===== config.mk =====
export PLATFORM = sky130hd
export DESIGN_NAME = pwm_dc_ramp_flat
export DESIGN_NICKNAME = d
export VERILOG_FILES = /design/src/rtl/pwm_dc_ramp_if.sv /design/src/rtl/pwm_dc_ramp.sv /design/src/flat_wrapper.sv
export SDC_FILE = /design/constraint.sdc
export NUM_CORES = 1
export LEC_CHECK = 0
export ABC_CLOCK_PERIOD_IN_PS = 14800
export BUFFER_PORTS_ARGS = -buffer_cell sky130_fd_sc_hd__buf_2
export CORE_AREA = 4 4 131 133
export DETAILED_ROUTE_END_ITERATION = 6
export DIE_AREA = 0 0 135 137
export PLACE_DENSITY = 0.74
export SLEW_MARGIN = 20
export SYNTH_ARGS = -nofsm -noshare
export SYNTH_HDL_FRONTEND = slang
export SYNTH_SLANG_ARGS = --single-unit
export TNS_END_PERCENT = 5

===== constraint.sdc =====
create_clock -name i_clk -period 14.8 [get_ports i_clk]
set_input_delay 1.48 -clock i_clk [delete_from_list [all_inputs] [get_ports i_clk]]
set_output_delay 1.48 -clock i_clk [all_outputs]
set_load 0.01 [all_outputs]

===== src/rtl/pwm_dc_ramp_if.sv =====
// Signal bundle between a duty-cycle requester/consumer and pwm_dc_ramp.
// master: the side that issues targets/config and watches the ramp output.
// slave:  the ramp generator itself.
interface pwm_dc_ramp_if #(
  parameter int DW = 16,
  parameter int IW = 16
);
  logic          i_en;
  logic [DW-1:0] i_target;
  logic          i_target_valid;
  logic          o_target_ready;
  logic [DW-1:0] i_step;
  logic [IW-1:0] i_interval;
  logic [DW-1:0] i_limit;
  logic [DW-1:0] o_DC;
  logic          o_DC_valid;
  logic          o_update;
  logic          o_busy;
  logic          o_done;
  logic          o_clamped;

  modport master (
    output i_en, i_target, i_target_valid, i_step, i_interval, i_limit,
    input  o_target_ready, o_DC, o_DC_valid, o_update, o_busy, o_done, o_clamped
  );

  modport slave (
    input  i_en, i_target, i_target_valid, i_step, i_interval, i_limit,
    output o_target_ready, o_DC, o_DC_valid, o_update, o_busy, o_done, o_clamped
  );
endinterface


===== src/rtl/pwm_dc_ramp.sv =====
// Duty-cycle soft-start / slew generator for one PWM channel.
// Accepts a target, then walks o_DC toward it by a fixed step every
// (interval+1) clocks, saturating exactly on the target, then holds.
module pwm_dc_ramp #(
  parameter int DW = 16,
  parameter int IW = 16
) (
  input  logic            i_clk,
  input  logic            i_rst_n,
  pwm_dc_ramp_if.slave    bus
);

  typedef enum logic [1:0] {IDLE, RAMP, HOLD} state_t;

  state_t        state, state_n;
  logic [DW-1:0] dc, dc_n;
  logic [DW-1:0] tgt, tgt_n;
  logic [DW-1:0] stp, stp_n;
  logic [IW-1:0] ivl, ivl_n;
  logic [IW-1:0] cnt, cnt_n;
  logic          dc_vld, dc_vld_n;
  logic          upd, upd_n;
  logic          done, done_n;
  logic          clamp, clamp_n;

  logic          accept;
  logic [DW-1:0] lim_tgt;
  logic [DW:0]   up_sum;
  logic [DW-1:0] dn_diff;
  logic [DW-1:0] step_dc;

  assign bus.o_target_ready = bus.i_en & (state != RAMP);
  assign accept             = bus.i_target_valid & bus.o_target_ready;
  assign lim_tgt            = (bus.i_target > bus.i_limit) ? bus.i_limit : bus.i_target;

  assign bus.o_DC       = dc;
  assign bus.o_DC_valid = dc_vld;
  assign bus.o_update   = upd;
  assign bus.o_done     = done;
  assign bus.o_clamped  = clamp;
  assign bus.o_busy     = (state == RAMP);

  // One slew step toward tgt; up path uses a carry bit so it cannot wrap.
  always_comb begin
    up_sum  = {1'b0, dc} + {1'b0, stp};
    dn_diff = dc - tgt;
    step_dc = dc;
    if (dc < tgt)
      step_dc = (up_sum >= {1'b0, tgt}) ? tgt : up_sum[DW-1:0];
    else
      step_dc = (dn_diff <= stp) ? tgt : (dc - stp);
  end

  // Next-state and next-datapath decode; disable wins over everything.
  always_comb begin
    state_n  = state;
    dc_n     = dc;
    tgt_n    = tgt;
    stp_n    = stp;
    ivl_n    = ivl;
    cnt_n    = cnt;
    dc_vld_n = dc_vld;
    clamp_n  = clamp;
    upd_n    = 1'b0;
    done_n   = 1'b0;
    if (!bus.i_en) begin
      state_n  = IDLE;
      dc_n     = '0;
      dc_vld_n = 1'b0;
      cnt_n    = '0;
    end else if (accept) begin
      tgt_n    = lim_tgt;
      stp_n    = (bus.i_step == '0) ? {{(DW-1){1'b0}}, 1'b1} : bus.i_step;
      ivl_n    = bus.i_interval;
      clamp_n  = (bus.i_target > bus.i_limit);
      dc_vld_n = 1'b1;
      cnt_n    = '0;
      if (lim_tgt == dc) begin
        state_n = HOLD;
        done_n  = 1'b1;
      end else begin
        state_n = RAMP;
      end
    end else if (state == RAMP) begin
      if (cnt == ivl) begin
        cnt_n = '0;
        dc_n  = step_dc;
        upd_n = 1'b1;
        if (step_dc == tgt) begin
          done_n  = 1'b1;
          state_n = HOLD;
        end
      end else begin
        cnt_n = cnt + 1'b1;
      end
    end
  end

  // FSM state register.
  always_ff @(posedge i_clk or negedge i_rst_n) begin
    if (!i_rst_n) state <= IDLE;
    else          state <= state_n;
  end

  // Datapath and output registers.
  always_ff @(posedge i_clk or negedge i_rst_n) begin
    if (!i_rst_n) begin
      dc     <= '0;
      tgt    <= '0;
      stp    <= '0;
      ivl    <= '0;
      cnt    <= '0;
      dc_vld <= 1'b0;
      upd    <= 1'b0;
      done   <= 1'b0;
      clamp  <= 1'b0;
    end else begin
      dc     <= dc_n;
      tgt    <= tgt_n;
      stp    <= stp_n;
      ivl    <= ivl_n;
      cnt    <= cnt_n;
      dc_vld <= dc_vld_n;
      upd    <= upd_n;
      done   <= done_n;
      clamp  <= clamp_n;
    end
  end

endmodule


===== src/flat_wrapper.sv =====
// flat-port wrapper written by rule: the top's interface ports become plain ports
module pwm_dc_ramp_flat 
#(
  parameter int DW = 16,
  parameter int IW = 16
)
  (i_clk, i_rst_n, bus_i_en, bus_i_target, bus_i_target_valid, bus_i_step, bus_i_interval, bus_i_limit, bus_o_target_ready, bus_o_DC, bus_o_DC_valid, bus_o_update, bus_o_busy, bus_o_done, bus_o_clamped);
  pwm_dc_ramp_if #(.DW(DW), .IW(IW)) bus_i ();
  input  logic i_clk;
  input  logic i_rst_n;
  input wire logic [$bits(bus_i.i_en)-1:0] bus_i_en;
  input wire logic [$bits(bus_i.i_target)-1:0] bus_i_target;
  input wire logic [$bits(bus_i.i_target_valid)-1:0] bus_i_target_valid;
  input wire logic [$bits(bus_i.i_step)-1:0] bus_i_step;
  input wire logic [$bits(bus_i.i_interval)-1:0] bus_i_interval;
  input wire logic [$bits(bus_i.i_limit)-1:0] bus_i_limit;
  output wire logic [$bits(bus_i.o_target_ready)-1:0] bus_o_target_ready;
  output wire logic [$bits(bus_i.o_DC)-1:0] bus_o_DC;
  output wire logic [$bits(bus_i.o_DC_valid)-1:0] bus_o_DC_valid;
  output wire logic [$bits(bus_i.o_update)-1:0] bus_o_update;
  output wire logic [$bits(bus_i.o_busy)-1:0] bus_o_busy;
  output wire logic [$bits(bus_i.o_done)-1:0] bus_o_done;
  output wire logic [$bits(bus_i.o_clamped)-1:0] bus_o_clamped;
  assign bus_i.i_en = bus_i_en;
  assign bus_i.i_target = bus_i_target;
  assign bus_i.i_target_valid = bus_i_target_valid;
  assign bus_i.i_step = bus_i_step;
  assign bus_i.i_interval = bus_i_interval;
  assign bus_i.i_limit = bus_i_limit;
  assign bus_o_target_ready = bus_i.o_target_ready;
  assign bus_o_DC = bus_i.o_DC;
  assign bus_o_DC_valid = bus_i.o_DC_valid;
  assign bus_o_update = bus_i.o_update;
  assign bus_o_busy = bus_i.o_busy;
  assign bus_o_done = bus_i.o_done;
  assign bus_o_clamped = bus_i.o_clamped;
  pwm_dc_ramp #(.DW(DW), .IW(IW)) u_core (.i_clk(i_clk), .i_rst_n(i_rst_n), .bus(bus_i));
endmodule

# ---- Word level (Yosys, flattened, before mapping)
# Cells that the tools add are included.
dict set report op_classes {
  n_addsub 4
  n_mul 0
  div 0
  n_lt_le_gt_ge 4
  n_eq_ne 12
  n_shift 0
  n_mux 31
  bitwise 2
  n_reduce_logical 4
}
# cell n
set op_table {}
lappend op_table {{$mux W16} 13}
lappend op_table {{$eq A16 B16 Y1} 3}
lappend op_table {{$sub A16 B16 Y16} 2}
lappend op_table {{$add A16 B16 Y17} 1}
lappend op_table {{$ge A17 B16 Y1} 1}
lappend op_table {{$add A16 B1 Y16 const B} 1}
lappend op_table {{$gt A16 B16 Y1} 1}
lappend op_table {{$le A16 B16 Y1} 1}
lappend op_table {{$logic_not A16 Y1} 1}
lappend op_table {{$lt A16 B16 Y1} 1}
lappend op_table {{$mux W1} 12}
lappend op_table {{$mux W2} 6}
lappend op_table {{$ne A3 B1 Y1 const B} 3}
lappend op_table {{$ne A2 B1 Y1 const B} 4}
lappend op_table {{$reduce_and A3 Y1} 2}
lappend op_table {{$and A1 B1 Y1} 2}
lappend op_table {{$eq A2 B1 Y1 const B} 1}
lappend op_table {{$ne A2 B2 Y1 const B} 1}
lappend op_table {{$reduce_and A2 Y1} 1}
dict set report word_totals {
  register_bits 86
  latchBits 0
  mem_bits_rw 0
  romBits 0
  out_inout_bits 22
  word_cells 67
  n_memories 0
}

# ---- Logic depth before layout (Yosys ltp)
dict set report depth {
  word_depth 10
  ltp_mapped 25
}

# ---- Least setup slack after synthesis
# OpenSTA, ideal clock, no wires.
dict set report synth_timing {
  path_type {flip-flop to flip-flop}
  startpoint {register u_core.dc[1], in the netlist u_core.bus.o_DC[1]}
  endpoint {register u_core.state[1]}
  setup_ns 0.126
  arrival_time_ns 4.853
  required_ns 14.674
  path_slack_ns 9.822
  stages_incl_launch_ff 24
  n_path_buf 1
  synth_period_minus_slack_ns 4.978
  cell_sequence {dfrtp_1 -> ha_1 -> nor2b_1 -> o21ai_0 -> a21boi_0 -> o21ai_0 -> a21boi_0 -> o21ai_0 -> a21oi_1 -> or3_1 -> a21oi_1 -> xnor2_1 -> ha_1 -> nand4_1 -> or4_1 -> or2_2 -> and3_1 -> buf_2 -> o21ai_0 -> a21oi_1 -> a211oi_1 -> o21ai_0 -> nor4b_4 -> o311a_1}
}
dict set report synth_between {
  elab_chain_cells 7
  word_cells_on_any_way 16
  classes_between {3 x add/sub; 3 x order compare; 3 x eq/ne; 6 x mux; 1 x reduce/logical}
}
# element line_no
set synth_rtl {}
lappend synth_rtl {{start: declaration} pwm_dc_ramp.sv:16} ;# logic [DW-1:0] dc, dc_n;
lappend synth_rtl {{start signal: assignment} pwm_dc_ramp.sv:118} ;# dc <= dc_n;
lappend synth_rtl {{$add A16 B16 Y17 or $sub A16 B16 Y16 (tied branches)} {pwm_dc_ramp.sv:45, pwm_dc_ramp.sv:46}}
lappend synth_rtl {{$ge A17 B16 Y1 or $le A16 B16 Y1 (tied branches)} {pwm_dc_ramp.sv:49, pwm_dc_ramp.sv:51}}
lappend synth_rtl {{$mux W16 (on tied branches)} {pwm_dc_ramp.sv:49, pwm_dc_ramp.sv:51}}
lappend synth_rtl {{$mux W16} pwm_dc_ramp.sv:48} ;# if (dc < tgt)
lappend synth_rtl {{$eq A16 B16 Y1} pwm_dc_ramp.sv:89} ;# if (step_dc == tgt) begin
lappend synth_rtl {{$ne A3 B1 Y1 (no source line)} n/a}
lappend synth_rtl {{$reduce_and A3 Y1 (no source line)} n/a}
lappend synth_rtl {{end signal: assignment} pwm_dc_ramp.sv:102} ;# else state <= state_n;
lappend synth_rtl {{end: declaration} pwm_dc_ramp.sv:15} ;# state_t state, state_n;
# Parallel ways exist; a longest one is shown, timed or not.
# A chain may end at the register's enable or synchronous reset.

# ---- Final worst setup path
dict set report layout_timing {
  startpoint {register u_core.tgt[1]}
  endpoint {register u_core.state[0]}
}
dict set report layout_between {
  elab_chain_cells 7
  word_cells_on_any_way 10
  classes_between {1 x add/sub; 3 x order compare; 2 x eq/ne; 3 x mux; 1 x reduce/logical}
}
# element line_no
set layout_rtl {}
lappend layout_rtl {{start: declaration} pwm_dc_ramp.sv:17} ;# logic [DW-1:0] tgt, tgt_n;
lappend layout_rtl {{start signal: assignment} pwm_dc_ramp.sv:119} ;# tgt <= tgt_n;
lappend layout_rtl {{$sub A16 B16 Y16} pwm_dc_ramp.sv:46} ;# dn_diff = dc - tgt;
lappend layout_rtl {{$le A16 B16 Y1} pwm_dc_ramp.sv:51} ;# step_dc = (dn_diff <= stp) ? tgt : (dc - stp);
lappend layout_rtl {{$mux W16} pwm_dc_ramp.sv:51}
lappend layout_rtl {{$mux W16} pwm_dc_ramp.sv:48}
lappend layout_rtl {{$eq A16 B16 Y1 (*)} pwm_dc_ramp.sv:89}
lappend layout_rtl {{$ne A3 B1 Y1 (no source line) (*)} n/a}
lappend layout_rtl {{$reduce_and A3 Y1 (no source line) (*)} n/a}
# Mark *: on every way between the ends. The rest lies on a longest branch, timed or not.

==> results.ini <==
[sta]
relSlewSlack_pct = 34.5
fin_skew_ns = 0.0143
slew_viol_final = 0
setup-tns-final_ns = 0
setup_viol = 0
timing.fmax_mhz = 152
final_hold_viol_count = 0
min_period_ns = 6.57
rsz0062_at_grt = false
post-route-period-util_pct = 44.4
worst_pin_slew_ns = 0.983

[critical_path]
crit_top_cell = o21ai_0
cp_slowest_cell = or4_1
rr_worst_depth = 23
slowest_delay_ns = 0.53
path_max_fanout = 16
cp_cell_sequence = inv_1 > ha_1 > nor2b_1 > o21ai_0 > a21boi_0 > o21ai_0 > a21boi_0 > o21ai_0 > a21oi_1 > or3_1 > a21oi_1 > xnor2_1 > ha_1 > nand4_1 > or4_1 > or2_2 > and2_1 > nand2_1 > nand2_1 > a32oi_1 > nand4_1 > nor4b_4 > o21ai_0
critPathArrivalTime_ns = 6.79
r2r_end = u_core.state[0]$_DFFE_PN0P_
crit_type = reg -> reg
worst_r2r_startpoint = u_core.tgt[1]$_DFFE_PN0P_
crit_path_end_kind = flop
start_kind = flop
reg2reg_slack_ns = 8.23
worstPathRequired_ns = 15.02

[clock_tree]
hold_buffers = 0
cts-resized-gates = 0
h-tree-depth = 3
clk_pin_slew_worst_paths_ns = 0.07
postCtsSetupRepairBufs = 0
clock-sinks = 86
tritoncts.num_buffers = 9
cts_tree = yes
root_buffer = clkbuf_16
clk_path_buf_depth = 2
clock_latency_ns = 0.35

[floorplanning]
initial_core_util_pct = 54.6
die_area_um2 = 18500
ios = 90
rows = 46
die_w_um = 135
die_h_um = 137
core_area_um2 = 15800

[power_and_ir_drop]
power.leakage_nw = 4.67
p_sw_share_pct = 44.0
seqPwrFrac_pct = 29.0
pwr-share-comb_pct = 46.8
ir_drop_mv = 0.0844
clkPwrFrac_pct = 24.2
power.density_nw_per_um2 = 110
p_int_w = 0.000585
power.switching_w = 0.000459

[global_route]
grt_pass1_vias = 8047
grt_max_degree = 68
grt_util_all_layers_pct = 30.3
grt_first_pass_wirelength_um = 43800
grt_antenna_before_repair = 0
grt_overflow = 0

[routing]
vias = 8551
vias_per_cell = 6.19
detail-route-antenna-nets = 0
drc = 0
drt_iter0_drc = 663
drtPass1Iterations = 7
wl_per_cell_um = 20.2
wl_um = 28000

[synthesis]
synth_edf_count = 0
yosysSeqAreaShare_pct = 24.9
syn-mean-instance-area_um2 = 7.85
ys.flop_type = dfrtp_1
ys_warn_count = 0
syn-num-nets = 1269
syn_area_um2 = 8650
async_reset_ff_share_pct = 100
synthCells = 1102
ys_types = 82
yosys_register_bits = 86

[placement]
place_congestion = 0.948
dp_hpwl_um = 21700
dpl_cell_area_um2 = 9210
io_buffers = 89

[worst_hold_path]
hp-class = reg -> reg
min_to = u_core.bus.o_clamped$_DFFE_PN0P_
min_path_cells = 2
hp-start = u_core.bus.o_clamped$_DFFE_PN0P_

[cells_and_area]
finalNetCount = 1328
area_delta_synth_final_pct = 10.1
drive_gt1_share_pct = 11.5
final_cell_area_um2 = 9520
multiInputGateArea_um2 = 5970
antenna_cells = 0
register_area_um2 = 2150
fillers = 1488

[run]
drv_cap = 0

[run_status]
outcome = finished clean

[cell families (layout without fill, tap and decap cells)]
logic type	count (synthesis)	in the layout	synth area share (%)
buffers and inverters	134	198	6.09
multiplexers	18	18	2.10
AND/OR/NAND/NOR	379	379	20.4
XOR/XNOR	95	95	9.78
adder cells (fa/ha/maj)	99	99	14.6
AO/OA/AOI/OAI	291	291	22.1
flip-flops	86	86	24.9
[layer usage]
metal / global-route usage (%) / up-vias / wire length, um
li1: - / 4038 / -
met1: 42.4 / 4061 / 12200
met2: 48.7 / 389 / 12700
met3: 3.97 / 63 / 2060
met4: 10.3 / 0 / 994
met5: 0 / - / 0
[layout by cell type, fill, tap and decap left out, types with 3 or more instances in the layout]
cell / instances
a22o_1: 3
inv_1: 86
a21o_1: 12
o221ai_1: 9
and3_1: 9
or3_1: 12
o2111ai_1: 3
buf_4: 6
o31ai_1: 8
buf_2: 88
nand2_1: 150
o41ai_1: 3
or2_2: 7
and4_1: 3
a31oi_1: 7
xor2_1: 58
o21bai_1: 3
dfrtp_1: 86
nand3_1: 29
o22ai_1: 15
ha_1: 96
nor2_1: 86
nand4_1: 15
nor4_1: 21
a2111oi_0: 4
a21boi_0: 5
a211oi_1: 11
xnor2_1: 36
a221oi_1: 8
mux2i_1: 17
o21a_1: 5
nor3_1: 18
nand2b_1: 12
fa_1: 3
o211ai_1: 4
a21oi_1: 81
nor2b_1: 4
o21ai_0: 75
clkbuf_16: 9
[cells in the mapped netlist, types with 3 or more instances]
cell type / instances / area, um^2
a2111oi_0: 4 / 35.0
o221ai_1: 9 / 78.8
nand2_1: 150 / 563
o21ai_0: 75 / 375
a21o_1: 12 / 90.1
and3_1: 10 / 62.6
dfrtp_1: 86 / 2150
o21bai_1: 3 / 22.5
o22ai_1: 15 / 93.8
clkbuf_1: 33 / 124
a22o_1: 3 / 26.3
nor4_1: 21 / 131
buf_1: 3 / 11.3
a211oi_1: 11 / 82.6
nor2b_1: 4 / 25.0
o31ai_1: 8 / 60.1
nor3_1: 18 / 90.1
mux2i_1: 17 / 170
a21boi_0: 5 / 37.5
nand4_1: 15 / 93.8
ha_1: 96 / 1200
inv_1: 86 / 323
fa_1: 3 / 60.1
and4_1: 3 / 26.3
a221oi_1: 8 / 70.1
a21oi_1: 81 / 405
o2111ai_1: 3 / 26.3
nand3_1: 29 / 145
or3_1: 12 / 75.1
a31oi_1: 7 / 43.8
xnor2_1: 36 / 315
nand2b_1: 12 / 75.1
buf_2: 6 / 30.0
or2_2: 7 / 43.8
xor2_1: 58 / 508
o211ai_1: 4 / 30.0
o21a_1: 5 / 37.5
o41ai_1: 3 / 26.3
nor2_1: 87 / 327
[state kept, by name (all words and copies together), names as in the netlist]
register and count:
u_core.bus.o_update 1, u_core.tgt 16, u_core.cnt 16, u_core.stp 16, u_core.bus.o_DC_valid 1, u_core.bus.o_clamped 1
u_core.ivl 16, u_core.state 2, u_core.bus.o_DC 16, u_core.bus.o_done 1
[worst max path at each step]
stage / to / slack [ns] / cells after the start / from
6_report: u_core.state[0]$_DFFE_PN0P_ / 8.23 / 23 / u_core.tgt[1]$_DFFE_PN0P_
5_1_grt: u_core.state[0]$_DFFE_PN0P_ / 7.69 / 23 / u_core.bus.o_DC[1]$_DFFE_PN0P_
4_1_cts: u_core.state[0]$_DFFE_PN0P_ / 8.40 / 23 / u_core.tgt[1]$_DFFE_PN0P_
3_5_place_dp: u_core.state[0]$_DFFE_PN0P_ / 8.43 / 23 / u_core.tgt[1]$_DFFE_PN0P_
3_3_place_gp: u_core.state[0]$_DFFE_PN0P_ / 8.55 / 22 / u_core.bus.o_DC[1]$_DFFE_PN0P_
2_1_floorplan: u_core.state[1]$_DFFE_PN0P_ / 9.82 / 23 / u_core.bus.o_DC[1]$_DFFE_PN0P_
[critical path: cells and delay by family (launching register included)]
family	cells	cell delay, ns
compound gates	9	2.13
xor+xnor	1	0.09
fa+ha+maj	2	0.58
buf+inv	1	0.12
flops	1	0.46
simple gates	10	3.07
[area by class of cell]
type                            instances  share of cell area [%]
Clock buffer                           10                    2.51
Clock inverter                          6                   0.788
Inverter                               88                    3.47
Multi-Input combinational cell        882                    62.7
Sequential cell                        86                    22.6
Tap cell                              216                    2.84
Timing Repair Buffer                   94                    5.10
[power groups by stage]
stage	clock, W	combinational, W	sequential, W
6_report	0.000252	0.000489	0.000303
5_1_grt	0.000262	0.000537	0.000306
4_1_cts	0.000256	0.000479	0.000301
3_5_place_dp	0	0.000475	0.000305
3_3_place_gp	0	0.000470	0.000304
2_1_floorplan	0	0.000352	0.000289
[through the flow]
| step | hold slack (ns) | power (W) | cells | utilization, % | setup slack, ns |
|---|---|---|---|---|---|
| 5_1_grt | 0.513 | 0.00110 | 1382 | 60.2 | 7.69 |
| 3_3_place_gp | 0.461 | 0.000775 | 1366 | 58.2 | 8.55 |
| 3_5_place_dp | 0.457 | 0.000781 | 1366 | 58.2 | 8.43 |
| 4_1_cts | 0.485 | 0.00104 | 1382 | 60.2 | 8.40 |
| 6_report | 0.484 | 0.00104 | 1382 | 60.2 | 8.23 |
| 2_1_floorplan | 0.450 | 0.000641 | 1102 | - | 9.82 |
(Power assumes the default switching activity.)
